==> config.mk <==
export PLATFORM = sky130hd
export DESIGN_NAME = dmem_access_unit
export DESIGN_NICKNAME = d
export VERILOG_FILES = /design/src/rtl/dmem_access_unit.sv
export SDC_FILE = /design/constraint.sdc
export NUM_CORES = 1
export LEC_CHECK = 0
export BUFFER_PORTS_ARGS = -buffer_cell sky130_fd_sc_hd__buf_4
export CORE_MARGIN = 4
export CORE_UTILIZATION = 45
export CTS_CLUSTER_DIAMETER = 60
export DETAILED_ROUTE_END_ITERATION = 7
export PLACE_DENSITY = 0.8
export SLEW_MARGIN = 10
export SYNTH_ARGS = -nofsm -noshare
export SYNTH_HDL_FRONTEND = slang
export SYNTH_SLANG_ARGS = --single-unit
==> constraint.sdc <==
create_clock -name clk -period 2.2 [get_ports clk]
set_input_delay 0 -clock clk [delete_from_list [all_inputs] [get_ports clk]]
set_output_delay 0 -clock clk [all_outputs]
set_load 0.02 [all_outputs]
==> src/rtl/dmem_access_unit.sv <==
// Memory-stage sequencer: turns EX load/store requests into a req/ready, rvalid
// data-memory transaction, stalling the pipeline while an access is outstanding.
module dmem_access_unit #(
  parameter int ADDR_WIDTH = 14
) (
  input  logic                  clk,
  input  logic                  rst_n,
  input  logic                  ex_valid,
  input  logic                  ex_is_load,
  input  logic                  ex_is_store,
  input  logic [1:0]            ex_size,
  input  logic [31:0]           ex_addr,
  input  logic [31:0]           ex_store_data,
  output logic                  mem_req,
  output logic [3:0]            mem_we,
  output logic [ADDR_WIDTH-1:0] mem_addr,
  output logic [31:0]           mem_wdata,
  input  logic                  mem_ready,
  input  logic                  mem_rvalid,
  input  logic [31:0]           mem_rdata,
  output logic                  stall,
  output logic [31:0]           wb_dmem_data,
  output logic                  wb_load_done,
  output logic                  store_done,
  output logic                  misalign_err
);

  typedef enum logic [1:0] {IDLE, REQ, WAIT_RD} state_t;

  typedef struct packed {
    logic                  req;
    logic [3:0]            we;
    logic [ADDR_WIDTH-1:0] addr;
    logic [31:0]           wdata;
  } mem_req_t;

  state_t   state, state_nx;
  mem_req_t mreq, mreq_nx;
  logic     cur_store, cur_store_nx;
  logic [31:0] rdata_nx;
  logic     load_done_nx, store_done_nx, misalign_nx;
  logic     accept, aligned;
  logic     unused_addr_hi;

  // Upper address bits fall outside the memory and are deliberately dropped.
  assign unused_addr_hi = ^ex_addr[31:ADDR_WIDTH+2];

  assign accept = ex_valid & (ex_is_load | ex_is_store);
  assign stall  = (state != IDLE);

  always_comb begin
    case (ex_size)
      2'b00:   aligned = 1'b1;
      2'b01:   aligned = ~ex_addr[0];
      2'b10:   aligned = (ex_addr[1:0] == 2'b00);
      default: aligned = 1'b0;
    endcase
  end

  always_ff @(posedge clk or negedge rst_n) begin
    if (!rst_n) begin
      state        <= IDLE;
      mreq         <= '0;
      cur_store    <= 1'b0;
      wb_dmem_data <= '0;
      wb_load_done <= 1'b0;
      store_done   <= 1'b0;
      misalign_err <= 1'b0;
    end else begin
      state        <= state_nx;
      mreq         <= mreq_nx;
      cur_store    <= cur_store_nx;
      wb_dmem_data <= rdata_nx;
      wb_load_done <= load_done_nx;
      store_done   <= store_done_nx;
      misalign_err <= misalign_nx;
    end
  end

  always_comb begin
    state_nx = state;
    case (state)
      IDLE:    if (accept && aligned) state_nx = REQ;
      REQ:     if (mem_ready) state_nx = cur_store ? IDLE : WAIT_RD;
      WAIT_RD: if (mem_rvalid) state_nx = IDLE;
      default: state_nx = IDLE;
    endcase
  end

  always_comb begin
    mreq_nx       = mreq;
    cur_store_nx  = cur_store;
    rdata_nx      = wb_dmem_data;
    load_done_nx  = 1'b0;
    store_done_nx = 1'b0;
    misalign_nx   = 1'b0;
    case (state)
      IDLE: if (accept) begin
        if (!aligned) begin
          misalign_nx = 1'b1;
        end else begin
          mreq_nx.req  = 1'b1;
          mreq_nx.addr = ex_addr[ADDR_WIDTH+1:2];
          cur_store_nx = ex_is_store;
          mreq_nx.we    = 4'b0000;
          mreq_nx.wdata = '0;
          // Store wins when both load and store are flagged.
          if (ex_is_store) begin
            case (ex_size)
              2'b00: begin
                mreq_nx.we    = 4'b0001 << ex_addr[1:0];
                mreq_nx.wdata = {4{ex_store_data[7:0]}};
              end
              2'b01: begin
                mreq_nx.we    = 4'b0011 << {ex_addr[1], 1'b0};
                mreq_nx.wdata = {2{ex_store_data[15:0]}};
              end
              default: begin
                mreq_nx.we    = 4'b1111;
                mreq_nx.wdata = ex_store_data;
              end
            endcase
          end
        end
      end
      REQ: if (mem_ready) begin
        mreq_nx.req = 1'b0;
        if (cur_store) begin
          mreq_nx.we    = 4'b0000;
          store_done_nx = 1'b1;
        end
      end
      WAIT_RD: if (mem_rvalid) begin
        rdata_nx     = mem_rdata;
        load_done_nx = 1'b1;
      end
      default: ;
    endcase
  end

  assign mem_req   = mreq.req;
  assign mem_we    = mreq.we;
  assign mem_addr  = mreq.addr;
  assign mem_wdata = mreq.wdata;

endmodule

# Yosys cells after proc, flatten, opt, wreduce, memory -nomap -nowiden
# Index checks and enable logic that the tools add are counted.
# classes
muxes	23
bitwise	3
eq_ne	10
shift	2
reduce_logical	11
# op_table
op	n
$mux W51	2
$pmux W32 S2	1
$mux W32	1
$ne A2 B2 Y1 const B	6
$pmux W5 S2	1
$mux W1	8
$mux W2	4
$mux W4	2
$pmux W4 S2	1
$logic_not A2 Y1	3
$pmux W2 S3	1
$reduce_and A3 Y1	2
$mux W5	1
$reduce_and A5 Y1	1
$eq A2 B1 Y1 const B	2
$eq A2 B2 Y1 const B	2
$reduce_and A4 Y1	1
$reduce_bool A2 Y1	2
$shl A1 B2 Y4 const A	1
$shl A2 B2 Y4 const A	1
$pmux W1 S3	1
$reduce_and A2 Y1	1
$and A1 B1 Y1	1
$logic_and A1 B1 Y1	1
other kinds (2)	2
# word_totals
out_inout_bits	87
register_bits	89
input_bits	105

# Logic depth before layout (Yosys ltp)
# Gate-level depths: netlist of run 1.
# depth
depth_word	6
ltp_mapped	7
depth_no_buf	4

# Worst setup path before layout of run 1
# Ideal clock, no wire load.
# synth_path
path_type	register to register
from	register state[0]
to	register mreq, in the netlist mem_we[1]
t_required_ns	2.071
path_buffers	2
synth_period_minus_slack_ns	1.653
path_stages_with_launch	7
path_slack_ns	0.547
setup_time_ns	0.129
arrival_time_ns	1.524
path_cell_list	dfrtp_1 or2_2 a211o_1 buf_2 buf_2 nand3_1 o31ai_1
# synth_via
elab_chain_cells	3
word_cells_on_any_way	9
cone_classes	eq/ne (5); mux (1); reduce/logical (3)
# synth_lines
element	line	source
from (decl)	37	state_t state, state_nx;
from (signal assigned)	70	state <= state_nx;
$eq A2 B1 Y1 or $logic_not A2 Y1 (tied branches)	97	case (state)
$ne A2 B2 Y1 (no source line) or $reduce_bool A2 Y1 (tied branches)	n/a	
$reduce_and A5 Y1 (no source line)	n/a	
to (signal assigned)	71	mreq <= mreq_nx;
to (decl)	38	mem_req_t mreq, mreq_nx;
# Several ways; a longest one is shown, not always the timed one.
# A chain may end at the register's enable or synchronous reset.

# Worst setup path in the final report of run 1
# layout_path
from	register state[0]
to	register mreq, in the netlist mem_wdata[9]
# layout_via
elab_chain_cells	2
# layout_lines
element	line
$logic_not A2 Y1	97
$reduce_and A3 Y1 (no source line)	n/a
# No other way between the ends.

==> impl_metrics.env, run 1 <==
export IMPL_status="complete, but fails checks"
export IMPL_violations="hold timing"
export IMPL_drt_total_wl_um=12220
export IMPL_synth_edf_count=0
export IMPL_finalCritPeriodShare=0.8420
export IMPL_cts_tree="yes"
export IMPL_vdd_drop_max_mv=0.4725
export IMPL_ant_nets=0
export IMPL_die_h_um=99.62
export IMPL_power_frac_clock=0.179
export IMPL_ys_ff_latch=89
export IMPL_dp_hpwl_um=7570
export IMPL_insertion_delay_ps=360
export IMPL_p_switching_uw=2392
export IMPL_area_delta_synth_final_pct=62.37
export IMPL_cts_resized=0
export IMPL_synth_distinct_cells=27
export IMPL_syn_num_nets=419
export IMPL_yosysWarnings=0
export IMPL_power_leakage_uw=0.003020
export IMPL_worstPathArrival_ps=2100
export IMPL_slew_headroom=0.5471
export IMPL_worstPathRequired_ps=2450
export IMPL_ios=192
export IMPL_yosys_area_top_type="dfrtp_1"
export IMPL_ys_seq_area_frac=0.5896
export IMPL_power_frac_comb=0.427
export IMPL_whs_ps=-1.689
export IMPL_ff2ff_setup_slack_ps=350
export IMPL_synth_ff_type="dfrtp_1"
export IMPL_cts_buffers=9
export IMPL_gr_total_overflow=0
export IMPL_report_final_slew_viol_count=0
export IMPL_p_per_area_nw_per_um2=1058
export IMPL_worstSetupStartpointType="flip-flop"
export IMPL_layout_nets=664
export IMPL_worstMarginPinSlew_ps=678.6
export IMPL_place_congestion=0.7928
export IMPL_mostFrequentLayoutCells="177 x buf_4, 89 x dfrtp_1, 74 x dlygate4sd3_1"
export IMPL_synth_top_area_frac=0.5896
export IMPL_die_w_um=99.62
export IMPL_synth_area_leaders="dfrtp_1 59%, mux2_2 14%, mux2i_1 6.4%"
export IMPL_layout_commonest_cell="buf_4"
export IMPL_max_freq_mhz=539.8
export IMPL_grt_pass1_vias=3870
export IMPL_clk_pin_slew_ps=90
export IMPL_grt_pass1_wl_um=19920
export IMPL_critPathCaptureType="flip-flop"
export IMPL_setup_ws_ps=347.6
export IMPL_final_hold_viol_count=1
export IMPL_drtIter0Drc=99
export IMPL_start_util=0.4620
export IMPL_post_place_ws_ps=399.4
export IMPL_htree_levels=3
export IMPL_path_max_fanout=36
export IMPL_swShare=0.3686
export IMPL_setup_viol=0
export IMPL_cts_root_buf="clkbuf_8"
export IMPL_design_core_area_sq_um=8175
export IMPL_rows=33
export IMPL_num_vias=3438
export IMPL_synthCells=314
export IMPL_drc=0
export IMPL_wire_per_inst_um=18.27
export IMPL_fin_worst_skew_ps=12.86
export IMPL_grt_antenna_before_repair=0
export IMPL_maxCapViolations=0
export IMPL_drive_gt1_frac=0.4397
export IMPL_hold_path_class="in2reg"
export IMPL_clock_sinks=89
export IMPL_diodes=0
export IMPL_synth_avg_cell_area_sq_um=12.03
export IMPL_grt_max_degree=47
export IMPL_synth_area_sq_um=3777
export IMPL_p_int_uw=4098
export IMPL_critPathKind="reg2reg"
export IMPL_grt_total_usage=0.2540
export IMPL_via_per_inst=5.139
export IMPL_fin_tns_setup_ps=0
export IMPL_async_reset_ff_frac=1.000
export IMPL_io_buffers=175
export IMPL_cts_buffer_depth=2
export IMPL_fp_dieArea_sq_um=9924
export IMPL_fin_crit_ps=1852
export IMPL_seq_power_share=0.394
export IMPL_rsz0062_at_grt="false"
export IMPL_dr_pass1_iters=4
## cell families after synthesis
family | synth area share
DFF | 0.5896
AOI/OAI and AO/OA | 0.09341
muxes | 0.2007
buffers and inverters | 0.02782
and+or+nand+nor | 0.08845
## sequential cells by signal, summed over array words and instances, names as in the netlist
signal / flops
mem_we: 4
mem_addr: 14
mem_wdata: 32
mem_req: 1
misalign_err: 1
wb_dmem_data: 32
state: 2
store_done: 1
wb_load_done: 1
cur_store: 1
## power by group through the flow
stage / registers [uW] / clock network [uW] / logic [uW]
2_1_floorplan: 3220 / 0 / 662
3_3_place_gp: 2510 / 0 / 2570
3_5_place_dp: 2540 / 0 / 2630
4_1_cts: 2510 / 1180 / 2740
5_1_grt: 2610 / 1260 / 2950
6_report: 2550 / 1160 / 2770
## layer usage
metal,vias to the layer above,share of wire,GRT usage
li1,1586,-,-
met1,1658,0.40,0.3010
met2,173,0.49,0.4427
met3,21,0.083,0.07013
met4,0,0.020,0.08929
met5,-,0,0
## what timing repair did
action	CTS	global route
hold endpoints to repair	117	0
hold buffers	74	0
setup buffers	0	0
## cell usage after synthesis, types with 2 or more instances
master and count:
dfrtp_1 89, mux2_2 46, nand2b_1 3, nor3_1 2
o31ai_2 5, nand2_1 60, o21ai_0 28, inv_1 3
o31ai_1 15, and2_1 2, nand3_1 6, mux2i_1 24
clkbuf_1 9, buf_2 9
## worst max-delay path, cell delays in order (launching register included)
cell,delay (ps)
dfrtp_1,430
or2_2,340
a211o_2,390
buf_4,290
o31ai_1,290
## final timing paths
check,start,to,depth (start not counted)
hold / removal,ex_store_data[19],mem_wdata[19],3
setup reg to reg,state[0],mem_wdata[9],4
setup / recovery,state[0],mem_wdata[9],4
hold reg to reg,mem_wdata[8],mem_wdata[8],2
min in group asynchronous,rst_n,wb_dmem_data[9],2
max in group asynchronous,rst_n,mem_wdata[12],3
## per-stage QoR
stage / instances / hold WS, ps / total power [uW] / utilization / area, sq um
detailed placement: 579 / 46.89 / 5172 / 0.6347 / 5189
finish: 669 / -1.689 / 6490 / 0.7502 / 6133
floorplan: 314 / -295.6 / 3881 / - / 3777
global placement: 579 / 35.55 / 5082 / 0.6347 / 5189
CTS: 669 / 0.1802 / 6427 / 0.7502 / 6133
global route: 669 / 0.3402 / 6824 / 0.7502 / 6133
## area by class of cell
type | count | area [sq um]
Inverter | 4 | 15.01
Clock buffer | 11 | 141.4
Clock inverter | 5 | 62.56
Timing Repair Buffer | 253 | 2110
Fill cell | 525 | 2042
Tap cell | 105 | 131.4
Sequential cell | 89 | 2227
Multi-Input combinational cell | 202 | 1446
No activity file was read; power rests on OpenSTA's default activity.
==> inputs of run 2 (changes only) <==
Settings changed: ABC_AREA set to 1, PLACE_DENSITY 0.8 to 0.81.
Clock period 2.2 ns to 1.9 ns, I/O delays scaled along.
==> impl_metrics.env, run 2 <==
export IMPL_critPathKind="reg2reg"
export IMPL_path_max_fanout=48
export IMPL_synthCells=431
export IMPL_power_frac_clock=0.161
export IMPL_report_final_slew_viol_count=0
export IMPL_fin_tns_setup_ps=0
export IMPL_synth_area_sq_um=3689
export IMPL_max_freq_mhz=596.7
export IMPL_fin_crit_ps=1676
export IMPL_diodes=0
export IMPL_synth_edf_count=0
export IMPL_setup_viol=0
export IMPL_worstSetupStartpointType="flip-flop"
export IMPL_critPathCaptureType="flip-flop"
export IMPL_cts_root_buf="clkbuf_8"
export IMPL_power_frac_comb=0.430
export IMPL_worstPathCellList="nor2_2 -> nand2_1 -> nor2_4 -> inv_2 -> nand2_1 -> o21ai_1"
export IMPL_ys_ff_latch=89
export IMPL_fin_worst_skew_ps=8.853
export IMPL_io_buffers=175
export IMPL_fp_dieArea_sq_um=9709
export IMPL_synth_ff_type="dfrtp_1"
export IMPL_wire_per_inst_um=15.21
export IMPL_grt_total_usage=0.2482
export IMPL_swShare=0.3825
export IMPL_p_per_area_nw_per_um2=1191
export IMPL_rows=32
export IMPL_reg2regPathDepth=6
export IMPL_cts_resized=0
export IMPL_critical_path_depth=6
export IMPL_finalCritPeriodShare=0.8820
export IMPL_layout_commonest_cell="nand2_1"
export IMPL_power_leakage_uw=0.003231
export IMPL_synth_top_area_frac=0.6038
export IMPL_ios=192
export IMPL_clk_pin_slew_ps=80
export IMPL_syn_num_nets=536
export IMPL_critPathTopFamily="buffers and inverters"
export IMPL_place_congestion=0.8745
export IMPL_ant_nets=0
export IMPL_async_reset_ff_frac=1.000
export IMPL_grt_pass1_vias=4019
export IMPL_fin_total_pwr_uw=7145
export IMPL_rsz0062_at_grt="false"
export IMPL_r2r_end="mem_wdata[23]"
export IMPL_clock_sinks=89
export IMPL_worstPathArrival_ps=1940
export IMPL_setup_worst_path_end="mem_wdata[23]"
export IMPL_cp_buffers_inverters=1
export IMPL_cts_tree="yes"
export IMPL_layout_nets=782
export IMPL_whs_ps=19.35
export IMPL_reg2reg_from="state[0]"
export IMPL_vdd_drop_max_mv=0.6367
export IMPL_dp_hpwl_um=7518
export IMPL_crit_path_top_delay_cell="inv_2"
export IMPL_synth_area_leaders="dfrtp_1 60%, nand2_1 21%, o21ai_1 3.9%"
export IMPL_gr_total_overflow=0
export IMPL_ff2ff_setup_slack_ps=220
export IMPL_worstPathRequired_ps=2160
export IMPL_synth_distinct_cells=25
export IMPL_die_w_um=98.54
export IMPL_via_per_inst=4.940
export IMPL_final_hold_viol_count=0
export IMPL_synth_most_common_cell="nand2_1"
export IMPL_worst_path_largest_cell_delay_ps=550
export IMPL_seq_power_share=0.409
export IMPL_drive_gt1_frac=0.2962
export IMPL_insertion_delay_ps=340
export IMPL_area_delta_synth_final_pct=62.69
export IMPL_drt_total_wl_um=11920
export IMPL_num_vias=3873
export IMPL_fillerInstances=522
export IMPL_drc=0
export IMPL_p_switching_uw=2733
export IMPL_grt_pass1_wl_um=19430
export IMPL_synth_common_cells="206 x nand2_1, 89 x dfrtp_1, 29 x o21ai_1"
export IMPL_ys_seq_area_frac=0.6038
export IMPL_worstMarginPinSlew_ps=788.2
export IMPL_mostFrequentLayoutCells="206 x nand2_1, 179 x buf_4, 89 x dfrtp_1"
export IMPL_grt_antenna_before_repair=0
export IMPL_cp_common_cell="nand2_1"
export IMPL_p_int_uw=4411
export IMPL_maxCapViolations=0
export IMPL_start_util=0.4700
export IMPL_design_core_area_sq_um=7848
export IMPL_cts_buffer_depth=2
export IMPL_post_cts_buffers=0
export IMPL_crit_start="state[0]"
export IMPL_hold_path_class="in2reg"
export IMPL_cts_buffers=9
export IMPL_drtIter0Drc=156
export IMPL_synth_avg_cell_area_sq_um=8.558
export IMPL_yosysWarnings=0
export IMPL_slew_headroom=0.4746
export IMPL_grt_max_degree=49
export IMPL_htree_levels=3
export IMPL_yosys_area_top_type="dfrtp_1"
export IMPL_die_h_um=98.54
export IMPL_dr_pass1_iters=5
export IMPL_status="finished clean"
## run 2: cell types whose count changed in the layout (fill, tap and decap cells not counted), moves of 7 or more
cell      delta
nand2_1    +146
mux2_2      -46
o21ai_1     +29
mux2i_1     -24
inv_1       +18
nor2_1      +18
o31ai_1     -15
o21ai_0     -13
a21oi_1     +10
o221ai_1     +7
## run 2: cell type report
| cell class | count | area [sq um] | share of cell area |
|---|---|---|---|
| sequential | 89 | 2227 | 0.3711 |
| inverter | 24 | 90.09 | 0.01501 |
| clock inverter | 2 | 12.51 | 0.002085 |
| timing repair buffer | 254 | 2105 | 0.3507 |
| multi-input combinational | 299 | 1276 | 0.2127 |
| clock buffer | 14 | 162.7 | 0.02711 |
| tap | 102 | 127.6 | 0.02127 |
## run 2: tightest hold or removal path, cell delays in order
cell,delay [ps]
buf_4,80
o221ai_1,120
o21ai_1,120
## run 2: metal layers
metal | part of all wire | global-route usage | vias to the layer above
met3 | 0.096 | 0.07785 | 39
met1 | 0.39 | 0.2916 | 1779
met5 | 0 | 0 | -
li1 | - | - | 1848
met4 | 0.035 | 0.1166 | 0
met2 | 0.48 | 0.4150 | 207
## run 2: cells by family after synthesis
kind of cell | Yosys count | synth area share
simple gates | 234 | 0.2463
flops | 89 | 0.6038
compound gates | 65 | 0.09803
buf+inv | 43 | 0.05190
## run 2: power groups by stage
stage	Clock, uW	Sequential [uW]	Combinational [uW]
global placement	0	2910	2860
floorplan	0	3700	685
detailed placement	0	2940	2930
global route	1280	2990	3310
finish	1150	2920	3070
CTS	1200	2910	3050
## run 2: worst min path at each step
| stage | startpoint | end | slack [ps] | cells after the start |
|---|---|---|---|---|
| after floorplan | rst_n | cur_store | -300 | 0 |
| after global placement | rst_n | wb_dmem_data[16] | 30 | 1 |
| after detailed placement | rst_n | wb_dmem_data[22] | 40 | 1 |
| after CTS | ex_store_data[29] | mem_wdata[29] | 3 | 3 |
| after global routing | ex_addr[0] | misalign_err | 30 | 3 |
| final | ex_store_data[29] | mem_wdata[29] | 20 | 3 |
## run 2: repair_timing
item,in CTS,in global routing
setup endpoints to repair,0,0
hold endpoints to repair,119,0
hold buffers,74,0
## run 2: metrics by stage
| step | utilization | cell area, sq um | setup WS [ps] | instances |
|---|---|---|---|---|
| finish | 0.7647 | 6001 | 224.1 | 784 |
| global placement | 0.6480 | 5085 | 264.1 | 694 |
| global route | 0.7647 | 6001 | 7.996 | 784 |
| detailed placement | 0.6480 | 5085 | 209.2 | 694 |
| floorplan | - | 3689 | 507.8 | 431 |
| CTS | 0.7647 | 6001 | 192.5 | 784 |
==> inputs of run 3 (changes only) <==
Settings changed: REMOVE_ABC_BUFFERS set to 1.
Clock period 1.9 ns to 1.7 ns, I/O delays scaled along.
==> impl_metrics.env, run 3 (synthesis gave the netlist of run 2 again) <==
export IMPL_place_congestion=0.8304
export IMPL_fp_dieArea_sq_um=9709
export IMPL_drive_gt1_frac=0.2996
export IMPL_post_place_ws_ps=161.1
export IMPL_critPathKind="reg2reg"
export IMPL_start_util=0.4700
export IMPL_drc=0
export IMPL_insertion_delay_ps=350
export IMPL_io_buffers=175
export IMPL_area_delta_synth_final_pct=65.43
export IMPL_power_leakage_uw=0.003272
export IMPL_layout_commonest_cell="nand2_1"
export IMPL_critPathCaptureType="flip-flop"
export IMPL_grt_max_degree=90
export IMPL_gr_total_overflow=0
export IMPL_wire_per_inst_um=15.78
export IMPL_slew_headroom=0.6677
export IMPL_wl_met2_um=6054
export IMPL_wl_met3_um=1260
export IMPL_cts_tree="yes"
export IMPL_mostFrequentLayoutCells="206 x nand2_1, 181 x buf_4, 89 x dfrtp_1"
export IMPL_setup_viol=0
export IMPL_post_cts_buffers=0
export IMPL_report_final_slew_viol_count=0
export IMPL_maxCapViolations=0
export IMPL_postCtsHoldBufs=80
export IMPL_fin_crit_ps=1519
export IMPL_path_max_fanout=16
export IMPL_die_w_um=98.54
export IMPL_ant_nets=0
export IMPL_p_per_area_nw_per_um2=1330
export IMPL_worstSetupStartpointType="flip-flop"
export IMPL_place_area_sq_um=5120
export IMPL_ios=192
export IMPL_status="finished clean"
export IMPL_design_core_area_sq_um=7848
export IMPL_wl_met1_um=4857
export IMPL_cts_resized=0
export IMPL_stdcell_area_sq_um=6102
export IMPL_fin_worst_skew_ps=13.20
export IMPL_top_layer="met4"
export IMPL_grt_total_usage=0.2616
export IMPL_dp_hpwl_um=7508
export IMPL_dr_pass1_iters=4
export IMPL_final_hold_viol_count=0
export IMPL_cts_buffer_depth=2
export IMPL_grt_pass1_wl_um=20460
export IMPL_drt_total_wl_um=12510
export IMPL_diodes=0
export IMPL_fin_total_pwr_uw=8117
export IMPL_max_freq_mhz=658.1
export IMPL_clock_sinks=89
export IMPL_worstPathArrival_ps=1770
export IMPL_finalCritPeriodShare=0.8938
export IMPL_htree_levels=3
export IMPL_cts_root_buf="clkbuf_8"
export IMPL_rows=32
export IMPL_clk_pin_slew_ps=90
export IMPL_drtIter0Drc=174
export IMPL_grt_antenna_before_repair=0
export IMPL_via_per_inst=4.974
export IMPL_worstPathRequired_ps=1950
export IMPL_die_h_um=98.54
export IMPL_setup_ws_ps=180.6
export IMPL_num_vias=3944
export IMPL_layout_nets=791
export IMPL_hold_path_class="in2reg"
export IMPL_rsz0062_at_grt="false"
export IMPL_grt_pass1_vias=4064
export IMPL_vdd_drop_max_mv=0.6152
export IMPL_cts_buffers=9
export IMPL_worstMarginPinSlew_ps=497.7
## run 3: cell types whose count changed in the layout (fill, tap and decap cells not counted), sizes merged
| cell | before | now |
|---|---|---|
| buf | 180 | 183 |
| clkbuf | 14 | 11 |
| clkinvlp | 1 | 3 |
| dlygate4sd3 | 74 | 80 |
| inv | 24 | 25 |
## run 3: where the power goes
part | switching (uW) | internal [uW]
combinational | 2010 | 1500
clock | 736 | 579
sequential | 452 | 2840
## run 3: cell type report
cell class | instances | area, sq um
clock buffers | 11 | 141.4
clock inverters | 5 | 40.04
fillers | 491 | 1745
inverters | 24 | 90.09
multi-input cells | 299 | 1276
flip-flops and latches | 89 | 2227
well taps | 102 | 127.6
repair buffers | 263 | 2200
## run 3: metrics by stage
step	utilization	std cells	hold WS, ps	setup TNS [ps]
6_report	0.7776	793	10.08	0
3_5_place_dp	0.6524	697	77.66	0
2_1_floorplan	-	412	-295.6	-17060
5_1_grt	0.7776	793	9.008	0
4_1_cts	0.7776	793	0.4110	0
3_3_place_gp	0.6524	697	78.30	0
## run 3: final timing paths
check	startpoint	slack, ps	to	cells after the start
max	state[0]	180	mem_wdata[24]	6
min	ex_store_data[27]	10	mem_wdata[27]	3
max reg2reg	state[0]	180	mem_wdata[24]	6
min reg2reg	mem_addr[1]	480	mem_addr[1]	2
max in group asynchronous	rst_n	1100	mem_wdata[16]	3
min in group asynchronous	rst_n	210	mem_addr[12]	3
## run 3: per-layer routing
layer,global-route usage,vias up
li1,-,1867
met1,0.3231,1822
met2,0.4353,224
met3,0.07502,31
met4,0.1019,0
met5,0,-
## run 3: worst max-delay path, stage by stage, from the launching register on
cell     delay, ps
dfrtp_1        440
nor2_2         210
nand2_1        140
nor2_4         160
nand2_1         80
buf_4          200
o21ai_0        200
